## src/rtl/vx_dp_ram_sched_pkg.sv

```systemverilog
// Shared types and helpers for the dual-port RAM request scheduler.
package vx_dp_ram_sched_pkg;

    // Response index field is sized for up to 256 requesters; callers zero-extend.
    localparam int RSP_IDXW = 8;

    typedef enum logic [0:0] {
        ST_INIT = 1'b0,
        ST_RUN  = 1'b1
    } state_e;

    typedef struct packed {
        logic                valid;
        logic [RSP_IDXW-1:0] idx;
    } rsp_pipe_t;

    function automatic int log2up(input int n);
        return (n > 1) ? $clog2(n) : 1;
    endfunction

endpackage

```

## src/rtl/vx_dp_ram_sched_if.sv

```systemverilog
// Per-lane request/response bundle between the core lanes and the RAM scheduler.
interface vx_dp_ram_sched_if #(
    parameter int NUM_REQS = 4,
    parameter int DATAW    = 32,
    parameter int ADDRW    = 6
);
    logic [NUM_REQS-1:0]       req_valid;
    logic [NUM_REQS-1:0]       req_rw;
    logic [NUM_REQS*ADDRW-1:0] req_addr;
    logic [NUM_REQS*DATAW-1:0] req_data;
    logic [NUM_REQS-1:0]       req_ready;
    logic [NUM_REQS-1:0]       rsp_valid;
    logic [DATAW-1:0]          rsp_data;
    logic                      init_done;

    modport master (
        output req_valid, req_rw, req_addr, req_data,
        input  req_ready, rsp_valid, rsp_data, init_done
    );

    modport slave (
        input  req_valid, req_rw, req_addr, req_data,
        output req_ready, rsp_valid, rsp_data, init_done
    );
endinterface

```

## src/rtl/VX_dp_ram.sv

```systemverilog
// Simple dual-port RAM: one write port with lane enables, one read port with optional output register.
module VX_dp_ram
    import vx_dp_ram_sched_pkg::*;
#(
    parameter int DATAW       = 32,
    parameter int SIZE        = 64,
    parameter int WRENW       = 1,
    parameter int OUT_REG     = 0,
    parameter int NO_RWCHECK  = 0,
    parameter int READ_ENABLE = 0,
    parameter int ADDRW       = log2up(SIZE)
) (
    input  logic             clk,
    input  logic             read,
    input  logic             write,
    input  logic [WRENW-1:0] wren,
    input  logic [ADDRW-1:0] waddr,
    input  logic [DATAW-1:0] wdata,
    input  logic [ADDRW-1:0] raddr,
    output logic [DATAW-1:0] rdata
);
    localparam int LANEW = DATAW / WRENW;

    logic [DATAW-1:0] mem_r [SIZE];
    logic [DATAW-1:0] wmask_s;
    logic [DATAW-1:0] rd_word_s;
    logic             rd_en_s;

    for (genvar g = 0; g < WRENW; g++) begin : g_lane
        assign wmask_s[g*LANEW +: LANEW] = {LANEW{wren[g]}};
    end

    assign rd_en_s = (READ_ENABLE != 0) ? read : 1'b1;

    // Masked word write.
    always_ff @(posedge clk) begin
        if (write) begin
            mem_r[waddr] <= (mem_r[waddr] & ~wmask_s) | (wdata & wmask_s);
        end
    end

    // Read word; without NO_RWCHECK a same-address write is forwarded.
    always_comb begin
        rd_word_s = mem_r[raddr];
        if ((NO_RWCHECK == 0) && write && (waddr == raddr)) begin
            rd_word_s = wdata;
        end else begin
            rd_word_s = mem_r[raddr];
        end
    end

    if (OUT_REG != 0) begin : g_out_reg
        logic [DATAW-1:0] rdata_r;
        // Registered read data.
        always_ff @(posedge clk) begin
            if (rd_en_s) begin
                rdata_r <= rd_word_s;
            end
        end
        assign rdata = rdata_r;
    end else begin : g_out_comb
        assign rdata = rd_word_s;
    end

endmodule

```

## src/rtl/vx_dp_ram_sched_chk.sv

```systemverilog
// Simulation checks for the RAM scheduler: arbitrated addresses must be inside the RAM.
module vx_dp_ram_sched_chk #(
    parameter int ADDRW = 6,
    parameter int SIZE  = 64
) (
    input logic             clk,
    input logic             reset,
    input logic             wr_en,
    input logic [ADDRW-1:0] wr_addr,
    input logic             rd_en,
    input logic [ADDRW-1:0] rd_addr
);
    a_wr_addr_range: assert property (@(posedge clk) disable iff (reset)
        wr_en |-> (int'(wr_addr) < SIZE));

    a_rd_addr_range: assert property (@(posedge clk) disable iff (reset)
        rd_en |-> (int'(rd_addr) < SIZE));
endmodule

```

## src/rtl/vx_rr_pick.sv

```systemverilog
// Round-robin picker: first set mask bit at or after ptr, wrapping modulo N.
module vx_rr_pick
    import vx_dp_ram_sched_pkg::*;
#(
    parameter int N    = 4,
    parameter int SELW = log2up(N)
) (
    input  logic [N-1:0]    mask,
    input  logic [SELW-1:0] ptr,
    output logic [N-1:0]    grant,
    output logic [SELW-1:0] idx,
    output logic            any
);
    logic [SELW-1:0] cand_s;

    // Scan N positions starting at ptr and keep the first candidate.
    always_comb begin
        idx    = '0;
        any    = 1'b0;
        cand_s = '0;
        for (int i = 0; i < N; i++) begin
            cand_s = SELW'((int'(ptr) + i) % N);
            if (!any && mask[cand_s]) begin
                any = 1'b1;
                idx = cand_s;
            end else begin
                any = any;
            end
        end
        grant = any ? (N'(1'b1) << idx) : '0;
    end

endmodule

```

## src/rtl/vx_dp_ram_sched.sv

```systemverilog
// Shares one write port and one registered read port of a dual-port RAM among NUM_REQS clients,
// after clearing the RAM to INIT_VALUE following reset.
module vx_dp_ram_sched
    import vx_dp_ram_sched_pkg::*;
#(
    parameter int               NUM_REQS   = 4,
    parameter int               DATAW      = 32,
    parameter int               SIZE       = 64,
    parameter logic [DATAW-1:0] INIT_VALUE = '0
) (
    input logic              clk,
    input logic              reset,
    vx_dp_ram_sched_if.slave bus
);
    localparam int ADDRW    = log2up(SIZE);
    localparam int REQ_SELW = log2up(NUM_REQS);

    state_e              state_r, state_s;
    logic [ADDRW-1:0]    init_cnt_r, init_cnt_s;
    logic [REQ_SELW-1:0] wr_ptr_r, wr_ptr_s;
    logic [REQ_SELW-1:0] rd_ptr_r, rd_ptr_s;
    rsp_pipe_t           rsp_pipe_r, rsp_pipe_s;

    logic [ADDRW-1:0]    addr_s [NUM_REQS];
    logic [DATAW-1:0]    data_s [NUM_REQS];
    logic [NUM_REQS-1:0] wr_mask_s, rd_mask_s, wr_grant_s, rd_grant_s;
    logic [REQ_SELW-1:0] wr_idx_s, rd_idx_s;
    logic                wr_any_s, rd_any_s, run_s, hazard_s, rd_fire_s;
    logic [ADDRW-1:0]    wr_addr_s, rd_addr_s;
    logic [DATAW-1:0]    wr_data_s;
    logic                ram_write_s;
    logic [ADDRW-1:0]    ram_waddr_s;
    logic [DATAW-1:0]    ram_wdata_s, ram_rdata_s;

    function automatic logic [REQ_SELW-1:0] ptr_after(input logic [REQ_SELW-1:0] idx);
        if (idx == REQ_SELW'(NUM_REQS - 1)) begin
            return '0;
        end else begin
            return idx + REQ_SELW'(1'b1);
        end
    endfunction

    // Unpack the per-requester address and data lanes.
    always_comb begin
        for (int i = 0; i < NUM_REQS; i++) begin
            addr_s[i] = bus.req_addr[i*ADDRW +: ADDRW];
            data_s[i] = bus.req_data[i*DATAW +: DATAW];
        end
    end

    assign run_s     = (state_r == ST_RUN);
    assign wr_mask_s = run_s ? (bus.req_valid & bus.req_rw)  : '0;
    assign rd_mask_s = run_s ? (bus.req_valid & ~bus.req_rw) : '0;

    vx_rr_pick #(.N(NUM_REQS), .SELW(REQ_SELW)) wr_pick (
        .mask  (wr_mask_s),
        .ptr   (wr_ptr_r),
        .grant (wr_grant_s),
        .idx   (wr_idx_s),
        .any   (wr_any_s)
    );

    vx_rr_pick #(.N(NUM_REQS), .SELW(REQ_SELW)) rd_pick (
        .mask  (rd_mask_s),
        .ptr   (rd_ptr_r),
        .grant (rd_grant_s),
        .idx   (rd_idx_s),
        .any   (rd_any_s)
    );

    assign wr_addr_s = addr_s[wr_idx_s];
    assign wr_data_s = data_s[wr_idx_s];
    assign rd_addr_s = addr_s[rd_idx_s];

    // A read colliding with this cycle's write waits so it returns the new data.
    assign hazard_s  = wr_any_s && rd_any_s && (wr_addr_s == rd_addr_s);
    assign rd_fire_s = rd_any_s && !hazard_s;

    // FSM next state: sweep every word once, then serve requests until reset.
    always_comb begin
        state_s    = state_r;
        init_cnt_s = init_cnt_r;
        case (state_r)
            ST_INIT: begin
                init_cnt_s = init_cnt_r + ADDRW'(1'b1);
                if (init_cnt_r == ADDRW'(SIZE - 1)) begin
                    state_s = ST_RUN;
                end else begin
                    state_s = ST_INIT;
                end
            end
            ST_RUN: begin
                state_s = ST_RUN;
            end
            default: begin
                state_s = ST_INIT;
            end
        endcase
    end

    // RAM write port: owned by the init sweep until RUN, then by the write arbiter.
    always_comb begin
        ram_write_s = 1'b0;
        ram_waddr_s = wr_addr_s;
        ram_wdata_s = wr_data_s;
        if (run_s) begin
            ram_write_s = wr_any_s;
        end else begin
            ram_write_s = 1'b1;
            ram_waddr_s = init_cnt_r;
            ram_wdata_s = INIT_VALUE;
        end
    end

    // Pointer advance and response-pipe load.
    always_comb begin
        wr_ptr_s       = wr_any_s ? ptr_after(wr_idx_s) : wr_ptr_r;
        rd_ptr_s       = rd_fire_s ? ptr_after(rd_idx_s) : rd_ptr_r;
        rsp_pipe_s.valid = rd_fire_s;
        rsp_pipe_s.idx   = RSP_IDXW'(rd_idx_s);
    end

    // State, sweep counter, arbitration pointers and response pipe.
    always_ff @(posedge clk) begin
        if (reset) begin
            state_r    <= ST_INIT;
            init_cnt_r <= '0;
            wr_ptr_r   <= '0;
            rd_ptr_r   <= '0;
            rsp_pipe_r <= '0;
        end else begin
            state_r    <= state_s;
            init_cnt_r <= init_cnt_s;
            wr_ptr_r   <= wr_ptr_s;
            rd_ptr_r   <= rd_ptr_s;
            rsp_pipe_r <= rsp_pipe_s;
        end
    end

    VX_dp_ram #(
        .DATAW       (DATAW),
        .SIZE        (SIZE),
        .WRENW       (1),
        .OUT_REG     (1),
        .NO_RWCHECK  (1),
        .READ_ENABLE (0),
        .ADDRW       (ADDRW)
    ) ram (
        .clk   (clk),
        .read  (rd_fire_s),
        .write (ram_write_s),
        .wren  (1'b1),
        .waddr (ram_waddr_s),
        .wdata (ram_wdata_s),
        .raddr (rd_addr_s),
        .rdata (ram_rdata_s)
    );

    vx_dp_ram_sched_chk #(.ADDRW(ADDRW), .SIZE(SIZE)) chk (
        .clk     (clk),
        .reset   (reset),
        .wr_en   (wr_any_s),
        .wr_addr (wr_addr_s),
        .rd_en   (rd_any_s),
        .rd_addr (rd_addr_s)
    );

    assign bus.req_ready = wr_grant_s | (rd_fire_s ? rd_grant_s : '0);
    assign bus.rsp_valid = rsp_pipe_r.valid ? (NUM_REQS'(1'b1) << rsp_pipe_r.idx) : '0;
    assign bus.rsp_data  = ram_rdata_s;
    assign bus.init_done = run_s;

endmodule

```

## src/flat_wrapper.sv

```systemverilog
// flat-port wrapper written by rule: the top's interface ports become plain ports
module vx_dp_ram_sched_flat import vx_dp_ram_sched_pkg::*;
#(
    parameter int               NUM_REQS   = 4,
    parameter int               DATAW      = 32,
    parameter int               SIZE       = 64,
    parameter logic [DATAW-1:0] INIT_VALUE = '0
)
  (clk, reset, bus_req_valid, bus_req_rw, bus_req_addr, bus_req_data, bus_req_ready, bus_rsp_valid, bus_rsp_data, bus_init_done);
  vx_dp_ram_sched_if #(.NUM_REQS(NUM_REQS), .DATAW(DATAW), .ADDRW((6))) bus_i ();
  input logic clk;
  input logic reset;
  input wire logic [$bits(bus_i.req_valid)-1:0] bus_req_valid;
  input wire logic [$bits(bus_i.req_rw)-1:0] bus_req_rw;
  input wire logic [$bits(bus_i.req_addr)-1:0] bus_req_addr;
  input wire logic [$bits(bus_i.req_data)-1:0] bus_req_data;
  output wire logic [$bits(bus_i.req_ready)-1:0] bus_req_ready;
  output wire logic [$bits(bus_i.rsp_valid)-1:0] bus_rsp_valid;
  output wire logic [$bits(bus_i.rsp_data)-1:0] bus_rsp_data;
  output wire logic [$bits(bus_i.init_done)-1:0] bus_init_done;
  assign bus_i.req_valid = bus_req_valid;
  assign bus_i.req_rw = bus_req_rw;
  assign bus_i.req_addr = bus_req_addr;
  assign bus_i.req_data = bus_req_data;
  assign bus_req_ready = bus_i.req_ready;
  assign bus_rsp_valid = bus_i.rsp_valid;
  assign bus_rsp_data = bus_i.rsp_data;
  assign bus_init_done = bus_i.init_done;
  vx_dp_ram_sched #(.NUM_REQS(NUM_REQS), .DATAW(DATAW), .SIZE(SIZE), .INIT_VALUE(INIT_VALUE)) u_core (.clk(clk), .reset(reset), .bus(bus_i));
endmodule
```

## config.mk

```make
export PLATFORM = sky130hd
export DESIGN_NAME = vx_dp_ram_sched_flat
export DESIGN_NICKNAME = d
export VERILOG_FILES = /design/src/rtl/vx_dp_ram_sched_pkg.sv /design/src/rtl/vx_dp_ram_sched_if.sv /design/src/rtl/VX_dp_ram.sv /design/src/rtl/vx_dp_ram_sched_chk.sv /design/src/rtl/vx_rr_pick.sv /design/src/rtl/vx_dp_ram_sched.sv /design/src/flat_wrapper.sv
export SDC_FILE = /design/constraint.sdc
export NUM_CORES = 2
export LEC_CHECK = 0
export CAP_MARGIN = 40
export CORE_AREA = 2 2 439 767
export CTS_BUF_LIST = sky130_fd_sc_hd__clkbuf_16
export DETAILED_ROUTE_END_ITERATION = 10
export DIE_AREA = 0 0 441 769
export PLACE_DENSITY = 0.5
export REMOVE_ABC_BUFFERS = 1
export SYNTH_ARGS = -nofsm -noshare
export SYNTH_HDL_FRONTEND = slang
export SYNTH_SLANG_ARGS = --single-unit
```

## constraint.sdc

```tcl
create_clock -name clk -period 6.12 [get_ports clk]
set_input_delay 0.612 -clock clk [delete_from_list [all_inputs] [get_ports clk]]
set_output_delay 0.612 -clock clk [all_outputs]
set_load 0.03 [all_outputs]
```

==> results.ini <==
[placement]
io_buffers=202
gp_congestion=0.8466
dpl.cell_count=9715
dp_hpwl_um=178400
dpl-instance-area_sq_um=93140

[cts]
ctsLongestPathBuffers=4
ctsHoldBuffers=0
htree_levels=4
numCtsBuffers=185
clock_sinks=2094
cts_root_buf=clkbuf_16
cts_setup_buffers=0
post_cts_resized=0
clock_latency_ns=0.88
cts_tree=done
path_clk_slew_ns=0.07

[setup_path]
crit_fanout=23
startpoint_type=register
cp_cell_sequence=nand2_1 -> a211oi_4 -> nor3_4 -> buf_4 -> a31o_2 -> o22ai_4 -> buf_4 -> xnor2_1 -> nor3b_1 -> a31oi_2 -> a22o_1 -> buf_4
ff2ff_path_depth=15
cp_common_cell=buf_4
worst-path-buf-inv=3
required_ns=5.51
cp.depth=12
reg2reg_from=u_core.bus.init_done
critPathKind=register to primary output
critPathMaxStageDelay_ns=0.58
slowest_stage=dfxtp_2
r2r_end=u_core.ram.rdata[13]
cp_top_family=compound AO/OA/AOI/OAI gates
arrival_ns=4.65
end_kind=primary output
crit_start=u_core.bus.init_done
regToRegSetupSlack_ns=1.24
crit_end=bus_req_ready[0]

[timing]
setup_violations=0
slew_viol_final=0
worst_pin_slew_ns=1.043
setup_tns_ns=0
rsz0062_at_grt=no
period_minus_slack_ns=5.261
fin_crit_sh_pct=85.96
fmax_mhz=190.1
max_slew_margin_pct=29.90
finalHoldViolCount=0
finClkSkew_ns=0.06691
whs_ns=0.5342

[power_and_ir_drop]
power_density_nw_per_um2=295.1
p_leak_nw=33.41
ir_drop_uv=221.6
p_total_mw=29.25

[floorplanning]
dieHeight_um=769
die-area_sq_um=339100
io_pins=203
core_area_sq_um=332500
floorplan.rows=280
initial_core_util_pct=24.90
die_width_um=441

[drt]
wirelength_um=278000
routedWlPerCell_um=27.65
via_count=49093
vias_per_cell=4.883
drt_iter0_drc=4788
antenna_left=0
dr.pass1.iters=5
drc=0

[min_path]
hold_class=register to register

[final_layout]
stdcell_count=10054
multi_input_area_sq_um=19590
fillers=32769
regArea_sq_um=62420
layout-drive-gt1-share_pct=17.90
final_nets=5703
area_delta_synth_final_pct=19.70
fin_area_sq_um=99110

[status]
status=completed

[grt]
grt_first_pass_wirelength_um=388600
first_global_vias=50077
grt_max_degree=101
globalRouteOverflowTotal=0
antenna_found_initial=7
grtUsageTotal_pct=15.96

[synthesis]
syn_inst=5152
synth_seq_cells=2094
ys_async_sr_fraction_pct=0
synth_ff_type=edfxtp_1
yosysWarningCount=0
ys_seq_area_share_pct=75.39
yosysUniqueCellTypes=81
synth-edff-count=2048
synthesis.area_sq_um=82790
syn-mean-instance-area_sq_um=16.07

[flow_run]
cap_violations=0

==> cells in the mapped netlist (all sizes together) (46+ instances only) <==
| master | instances | area share [%] |
|---|---|---|
| edfxtp | 2048 | 74 |
| nand2 | 787 | 3.6 |
| mux2i | 287 | 3.5 |
| mux2 | 224 | 3.0 |
| and3 | 195 | 1.5 |
| clkbuf | 193 | 0.87 |
| a221oi | 188 | 2.1 |
| nor2 | 180 | 0.83 |
| a311oi | 158 | 1.7 |
| buf | 157 | 1.1 |
| a221o | 95 | 1.1 |
| a22oi | 94 | 0.85 |
| nor4 | 67 | 0.57 |
| o221ai | 63 | 0.67 |
| dfxtp | 46 | 1.1 |
==> state kept, by name, indices dropped and copies added, names as in the netlist <==
register and flops:
u_core.ram.mem_r 2048, u_core.bus.init_done 1, u_core.wr_ptr_r 2, u_core.rd_ptr_r 2
u_core.init_cnt_r 6, u_core.ram.rdata 32, u_core.rsp_pipe_r 3
==> layout by cell type (no fill, tap or decap), types with 8 or more instances in the layout <==
cell type / netlist / layout
edfxtp_1: 2048 / 2048
nor4_1: 63 / 37
inv_1: 6 / 36
nor3_1: 37 / 37
o22ai_1: 36 / 35
nand3_1: 25 / 25
nor2_4: 1 / 64
and3_2: 0 / 22
buf_12: 0 / 73
buf_2: 105 / 11
ha_1: 9 / 9
buf_16: 0 / 9
and3_4: 0 / 10
clkinv_2: 0 / 39
nor2_1: 179 / 116
mux2i_1: 286 / 285
nand2_1: 783 / 781
a211oi_1: 36 / 36
a21oi_1: 42 / 41
bufinv_16: 0 / 22
o21ai_0: 15 / 15
nor4_2: 1 / 26
o31ai_1: 33 / 33
a311oi_1: 158 / 158
dfxtp_1: 46 / 45
a221o_1: 95 / 95
a22oi_1: 94 / 94
mux2_2: 223 / 222
a221oi_1: 171 / 171
clkdlybuf4s50_1: 0 / 198
and3_1: 195 / 163
o221ai_1: 62 / 62
nor2b_1: 10 / 8
clkbuf_16: 0 / 186
a221oi_2: 17 / 17
buf_4: 12 / 249
o32ai_1: 28 / 28
clkinv_1: 0 / 42
==> kinds of logic (layout without fill, tap and decap cells) <==
family / after synthesis / count (layout) / synth area share [%]
mux: 511 / 511 / 6.521
fa+ha+maj: 9 / 9 / 0.1360
buf+inv: 358 / 883 / 2.017
xor+xnor: 8 / 8 / 0.08462
compound gates: 842 / 842 / 8.668
simple gates: 1330 / 1330 / 7.181
other cells: 0 / 6 / 0
flops: 2094 / 2094 / 75.39
==> area by class of cell <==
class | count | share of cell area, %
Timing Repair Buffer | 543 | 5.704
Inverter | 8 | 0.03030
Antenna cell | 6 | 0.01515
Clock buffer | 186 | 4.696
Multi-Input combinational cell | 2700 | 19.77
Sequential cell | 2094 | 62.98
Clock inverter | 146 | 1.281
Tap cell | 4371 | 5.518
==> worst min-delay path by stage <==
stage,slack (ns),cells after the start,endpoint,startpoint
global placement,0.52,2,u_core.wr_ptr_r[1],u_core.wr_ptr_r[1]
finish,0.53,2,u_core.wr_ptr_r[1],u_core.wr_ptr_r[1]
detailed placement,0.52,2,u_core.wr_ptr_r[1],u_core.wr_ptr_r[1]
global route,0.58,2,u_core.wr_ptr_r[1],u_core.wr_ptr_r[1]
CTS,0.54,2,u_core.wr_ptr_r[1],u_core.wr_ptr_r[1]
floorplan,0.46,2,u_core.wr_ptr_r[1],u_core.wr_ptr_r[1]
==> metrics by stage <==
step                      utilization, %  setup slack [ns]
final                              29.81            0.8593
after global routing               29.81            0.5840
after CTS                          29.80            0.8373
after floorplan                        -            -12.82
after global placement             27.88           -0.1986
after detailed placement           28.01            0.1997
==> tightest hold or removal path, delay by kind of cell (launching register included) <==
family | cells | cell delay (ns)
DFF | 1 | 0.36
and+or+nand+nor | 1 | 0.07
AOI/OAI and AO/OA | 1 | 0.06
==> power breakdown <==
| part | switching, mW | internal [mW] |
|---|---|---|
| combinational | 1.11 | 0.628 |
| clock | 5.34 | 6.47 |
| sequential | 0.0979 | 15.6 |
| total | 6.55 | 22.7 |
==> metal layers <==
layer / part of all wire, % / track usage, % / up-vias
li1: - / - / 21262
met1: 37 / 18.20 / 25793
met2: 53 / 29.82 / 1621
met3: 4.9 / 1.795 / 415
met4: 4.5 / 6.568 / 2
met5: 0.0040 / 0 / -
(Power assumes the default switching activity.)
